**config.mk**
```make
export PLATFORM = sky130hd
export DESIGN_NAME = i2s_decoder
export DESIGN_NICKNAME = d
export VERILOG_FILES = /design/src/rtl/aura_audio_pkg.sv /design/src/rtl/i2s_sync_edge.sv /design/src/rtl/i2s_decoder.sv
export SDC_FILE = /design/constraint.sdc
export NUM_CORES = 1
export LEC_CHECK = 0
export BUFFER_PORTS_ARGS = -buffer_cell sky130_fd_sc_hd__buf_4
export CAP_MARGIN = 30
export CORE_MARGIN = 2
export CORE_UTILIZATION = 60
export CTS_CLUSTER_SIZE = 20
export DETAILED_ROUTE_END_ITERATION = 12
export PLACE_DENSITY = 0.89
export SLEW_MARGIN = 5
export SYNTH_ARGS = -nofsm -noshare
export SYNTH_HDL_FRONTEND = slang
export SYNTH_SLANG_ARGS = --single-unit
```
**constraint.sdc**
```tcl
create_clock -name clk -period 5.4 [get_ports clk]
set_input_delay 0.27 -clock clk [delete_from_list [all_inputs] [get_ports clk]]
set_output_delay 0.27 -clock clk [all_outputs]
set_load 0.02 [all_outputs]
```
**src/rtl/aura_audio_pkg.sv**
```systemverilog
// rtl/aura_audio_pkg.sv - shared audio constants and I2S decoder state type
// Contents:
//   DATA_W_DEFAULT : default sample width per channel
//   i2s_state_t    : decoder slot state (HUNT, LEFT, RIGHT)
package aura_audio_pkg;

  localparam int DATA_W_DEFAULT = 16;

  typedef enum logic [1:0] {
    HUNT  = 2'd0,
    LEFT  = 2'd1,
    RIGHT = 2'd2
  } i2s_state_t;

endpackage

```
**src/rtl/i2s_sync_edge.sv**
```systemverilog
// rtl/i2s_sync_edge.sv - multi-flop synchronizer with rising-edge detect
// Parameters:
//   STAGES : synchronizer depth (2 or more)
// Ports:
//   clk, rst : system clock, synchronous active-high reset
//   d        : asynchronous input
//   q        : synchronized level
//   rise     : one-clk pulse when q goes 0->1
module i2s_sync_edge #(
  parameter int STAGES = 2
) (
  input  logic clk,
  input  logic rst,
  input  logic d,
  output logic q,
  output logic rise
);

  logic [STAGES-1:0] sync_q;
  logic              q_prev;

  always_ff @(posedge clk) begin
    if (rst) begin
      sync_q <= '0;
      q_prev <= 1'b0;
    end else begin
      sync_q <= {sync_q[STAGES-2:0], d};
      q_prev <= sync_q[STAGES-1];
    end
  end

  assign q    = sync_q[STAGES-1];
  assign rise = sync_q[STAGES-1] & ~q_prev;

endmodule

```
**src/rtl/i2s_decoder.sv**
```systemverilog
// rtl/i2s_decoder.sv - I2S receiver: serial L/R slots to parallel signed samples
// Optional feature macro: AURA_I2S_LOSS_DETECT_EN (BCK loss timeout -> HUNT, zero outputs)
// Parameters:
//   DATA_W         : sample width per channel
//   SYNC_STAGES    : synchronizer flops per I2S input
//   TIMEOUT_CYCLES : clk cycles without a BCK rise treated as signal loss
// Ports:
//   clk, rst                          : system clock, synchronous active-high reset
//   i2s_bck_i, i2s_lrck_i, i2s_data_i : asynchronous I2S lines (LRCK low = left)
//   l_chan_o, r_chan_o                : decoded signed samples
//   valid_o                           : one-clk pulse per new left/right pair
//   locked_o                          : frames decoding continuously
module i2s_decoder
  import aura_audio_pkg::*;
#(
  parameter int DATA_W         = DATA_W_DEFAULT,
  parameter int SYNC_STAGES    = 2,
  parameter int TIMEOUT_CYCLES = 1024
) (
  input  logic                     clk,
  input  logic                     rst,
  input  logic                     i2s_bck_i,
  input  logic                     i2s_lrck_i,
  input  logic                     i2s_data_i,
  output logic signed [DATA_W-1:0] l_chan_o,
  output logic signed [DATA_W-1:0] r_chan_o,
  output logic                     valid_o,
  output logic                     locked_o
);

  localparam int CNT_W = $clog2(DATA_W + 1);

  logic bck_rise;
  logic lrck_s;
  logic data_s;
  logic bck_level_unused;
  logic lrck_rise_unused;
  logic data_rise_unused;

  i2s_sync_edge #(.STAGES(SYNC_STAGES)) u_sync_bck (
    .clk (clk), .rst (rst), .d (i2s_bck_i),
    .q (bck_level_unused), .rise (bck_rise)
  );

  i2s_sync_edge #(.STAGES(SYNC_STAGES)) u_sync_lrck (
    .clk (clk), .rst (rst), .d (i2s_lrck_i),
    .q (lrck_s), .rise (lrck_rise_unused)
  );

  i2s_sync_edge #(.STAGES(SYNC_STAGES)) u_sync_data (
    .clk (clk), .rst (rst), .d (i2s_data_i),
    .q (data_s), .rise (data_rise_unused)
  );

  i2s_state_t        state;
  logic              lrck_prev;   // LRCK captured at the previous BCK rise
  logic [DATA_W-1:0] shift_reg;
  logic [DATA_W-1:0] hold_l;
  logic [CNT_W-1:0]  bit_cnt;
  logic              valid_pend;  // outputs updated this cycle, pulse valid_o next

  // Bits are shifted in right-aligned; a short slot is moved up so its MSB
  // lands on bit DATA_W-1 with zeros below. A shift of DATA_W yields zero.
  function automatic logic [DATA_W-1:0] justify(input logic [DATA_W-1:0] v,
                                                input logic [CNT_W-1:0]  n);
    return v << (DATA_W - int'(n));
  endfunction

`ifdef AURA_I2S_LOSS_DETECT_EN
  localparam int TO_W = $clog2(TIMEOUT_CYCLES + 1);
  logic [TO_W-1:0] to_cnt;
`endif

  always_ff @(posedge clk) begin
    if (rst) begin
      state      <= HUNT;
      lrck_prev  <= 1'b0;
      shift_reg  <= '0;
      hold_l     <= '0;
      bit_cnt    <= '0;
      valid_pend <= 1'b0;
      l_chan_o   <= '0;
      r_chan_o   <= '0;
      valid_o    <= 1'b0;
      locked_o   <= 1'b0;
`ifdef AURA_I2S_LOSS_DETECT_EN
      to_cnt     <= '0;
`endif
    end else begin
      valid_o    <= valid_pend;
      valid_pend <= 1'b0;
      if (valid_pend) begin
        locked_o <= 1'b1;
      end

      if (bck_rise) begin
        lrck_prev <= lrck_s;
        if (lrck_s != lrck_prev) begin
          // Slot boundary: this rise's data bit closes the previous slot.
          shift_reg <= '0;
          bit_cnt   <= '0;
          unique case (state)
            HUNT: begin
              if (!lrck_s) begin
                state <= LEFT;
              end
            end
            LEFT: begin
              state  <= RIGHT;
              hold_l <= justify(shift_reg, bit_cnt);
            end
            RIGHT: begin
              state      <= LEFT;
              l_chan_o   <= hold_l;
              r_chan_o   <= justify(shift_reg, bit_cnt);
              valid_pend <= 1'b1;
            end
            default: state <= HUNT;
          endcase
        end else if (bit_cnt != CNT_W'(DATA_W)) begin
          shift_reg <= {shift_reg[DATA_W-2:0], data_s};
          bit_cnt   <= bit_cnt + 1'b1;
        end
      end

`ifdef AURA_I2S_LOSS_DETECT_EN
      // Counter saturates at TIMEOUT_CYCLES so the loss action fires once.
      if (bck_rise) begin
        to_cnt <= '0;
      end else if (to_cnt != TO_W'(TIMEOUT_CYCLES)) begin
        to_cnt <= to_cnt + 1'b1;
        if (to_cnt == TO_W'(TIMEOUT_CYCLES - 1)) begin
          state      <= HUNT;
          locked_o   <= 1'b0;
          l_chan_o   <= '0;
          r_chan_o   <= '0;
          valid_pend <= 1'b0;
          valid_o    <= 1'b0;
          shift_reg  <= '0;
          bit_cnt    <= '0;
        end
      end
`endif
    end
  end

endmodule

```
==> impl_metrics.ini <==
[status]
status = completed

[final_layout]
layout_common_cells = dfxtp_1 (82), nand2_1 (64), nor2_1 (55)
multi_input_area_um2 = 1940
num_antenna_cells = 0
nFillCells = 429
syn_to_final_growth_pct = 14.4
final_common_cell = dfxtp_1
seqCellArea_um2 = 1640
drive_gt1_share_pct = 17.3
fin_util_pct = 71.8
fin_nets = 460

[timing]
fin_ws_ps = 2420
hold_viol_final = 0
fin_crit_sh_pct = 55.3
relSlewSlack_pct = 43.7
finalSetupViolations = 0
rsz0062_at_grt = false
tightest_slew_ps = 844
skew_ps = 8.41
fin_setup_tns_ps = 0
min_period_ps = 2980
slew_violations = 0
fmax_mhz = 335

[synth]
synth_area_leader_cell = dfxtp_1
synthArstFlopShare_pct = 0
synth-main-ff-cell = dfxtp_1
synthTopCellsByArea = dfxtp_1 (44%), mux4_2 (6.6%), nand2_1 (6.4%)
ys_types = 50
synth-seq-cells = 82
synth_area_um2 = 3760
synth_edf_count = 0
synth_area_per_cell_um2 = 8.79
synth_nets = 436
yosysTopAreaCellShare_pct = 43.6
seq_area_frac_synth_pct = 43.6
syn_inst = 428
yosys_warnings = 0

[drt]
ant_nets = 0
vias_per_cell = 5.91
drtIter0Drc = 198
drt-total-wl_mm = 8.46
dr_total_vias = 3139
firstDrtPassIters = 5
routedWlPerCell_um = 15.9
drcViolationCount = 0

[worst_setup_path]
cp_max_fo = 26
cp.required_ps = 5640
crit_path_end_kind = register
worst_setup_path_start_kind = register
worst-setup-path-type = register to register
slowest_stage = mux2i_1
cp_slowest_stage_delay_ps = 530
cp_top_family = adder cells
cp_cell_sequence = buf_4, inv_1, ha_1, nor3b_1, ha_1, nor2_1, mux2i_1, nor2_1, a211oi_1, o21ai_1
timing.critical_path.buf_inv = 2
cp_data_arrival_time_ps = 3220

[cts]
insertion_delay_ps = 360
cts.hold.buffers_added = 0
cts_buffers = 9
cts_tree = yes
cts.htree.levels = 3
cts_buffer_depth = 2
clk_pin_slew_worst_paths_ps = 80
cts_resized = 0
root_buffer = clkbuf_8
post_cts_buffers = 0
clock_sinks = 82

[global_route]
grt_max_degree = 82
grt_pass1_wl_mm = 14.1
grt_pass1_vias = 2854
overflow = 0
antenna_found_initial = 0
grt_use_total_pct = 25.3

[die]
rows = 28
io_pins = 39
die_x_um = 83.2
core_um2 = 5990
die_area_um2 = 6920
die_h_um = 83.2
start_util_pct = 62.8

[run]
maxCapViolations = 0

[power_and_ir_drop]
peakVddDrop_v = 0.000276
p_leak_nw = 1.52
power.density_nw_per_um2 = 275

[placed_design]
post-place-ws_ps = 2420
dp.final_hpwl_mm = 5.67
gp_congestion = 0.932
io_buffers = 38

[min_path]
hold_path_class = primary input to register
-- synthesized netlist by cell type (2+ instances only) --
cell type / count
dfxtp_1: 82
nand2_1: 64
nor2_1: 55
a21oi_1: 34
nor3_1: 24
a22oi_1: 21
clkbuf_1: 19
mux4_2: 11
nor2b_1: 11
o21ai_0: 11
inv_1: 8
mux2i_1: 7
a211oi_1: 6
buf_2: 6
nand2b_1: 5
nand3_1: 4
nand3b_1: 4
o21ai_1: 4
a311oi_1: 3
buf_4: 3
ha_1: 3
mux2_2: 3
nor3b_1: 3
xnor2_1: 3
xor2_1: 3
a2bb2oi_1: 2
buf_6: 2
nor4bb_1: 2
o22ai_1: 2
o31ai_1: 2
or3_1: 2
-- per-layer routing --
layer | share of wire [%] | vias to the layer above | routed length (um) | track usage [%]
met5 | 0 | - | 0 | 0
met4 | 1.4 | 0 | 119 | 8.35
met3 | 5.5 | 11 | 464 | 6.76
met2 | 48 | 100 | 4050 | 40.8
met1 | 45 | 1471 | 3820 | 33.1
li1 | - | 1557 | - | -
-- kinds of logic (layout without fill, tap and decap cells) --
logic type,after synthesis,after routing,synth area share [%]
and+or+nand+nor,181,181,22.3
DFF,82,82,43.6
buffers and inverters,38,66,4.69
adders and majority gates,3,3,0.998
xor gates and xnor gates,7,7,1.83
muxes,21,21,9.35
AOI/OAI and AO/OA,96,96,17.2
-- where the power goes --
part / internal [W] / switching, W
clock network: 0.000307 / 0.000217
registers: 0.000607 / 0.00000187
logic: 0.0000179 / 0.0000337
total: 0.000932 / 0.000253
-- final cells by class --
cell class                 count  area share (%)
clock inverter                 6            2.67
inverter                       8           0.698
clock buffer                   9            2.88
tap                           75            2.18
sequential                    82            38.1
timing repair buffer          43            8.28
multi-input combinational    308            45.1
-- per-stage QoR --
| stage | instance area, um2 | hold WS (ps) | instances | power, W |
|---|---|---|---|---|
| 2_1_floorplan | 3760 | 398 | 428 | 0.000666 |
| 3_5_place_dp | 4000 | 424 | 512 | 0.000673 |
| 6_report | 4300 | 122 | 531 | 0.00118 |
| 4_1_cts | 4240 | 112 | 527 | 0.00119 |
| 5_1_grt | 4300 | 159 | 531 | 0.00122 |
| 3_3_place_gp | 4000 | 423 | 512 | 0.000672 |
-- path summary, 6_finish.rpt --
check,startpoint,endpoint,slack (ps),cells past startpoint
worst max register to register,bit_cnt[0],r_chan_o[13],2420,10
worst max-delay path,bit_cnt[0],r_chan_o[13],2420,10
worst min register to register,u_sync_bck.sync_q[0],u_sync_bck.sync_q[1],440,1
worst min-delay path,i2s_lrck_i,u_sync_lrck.sync_q[0],120,2
Power figures use the tool's default switching activity.
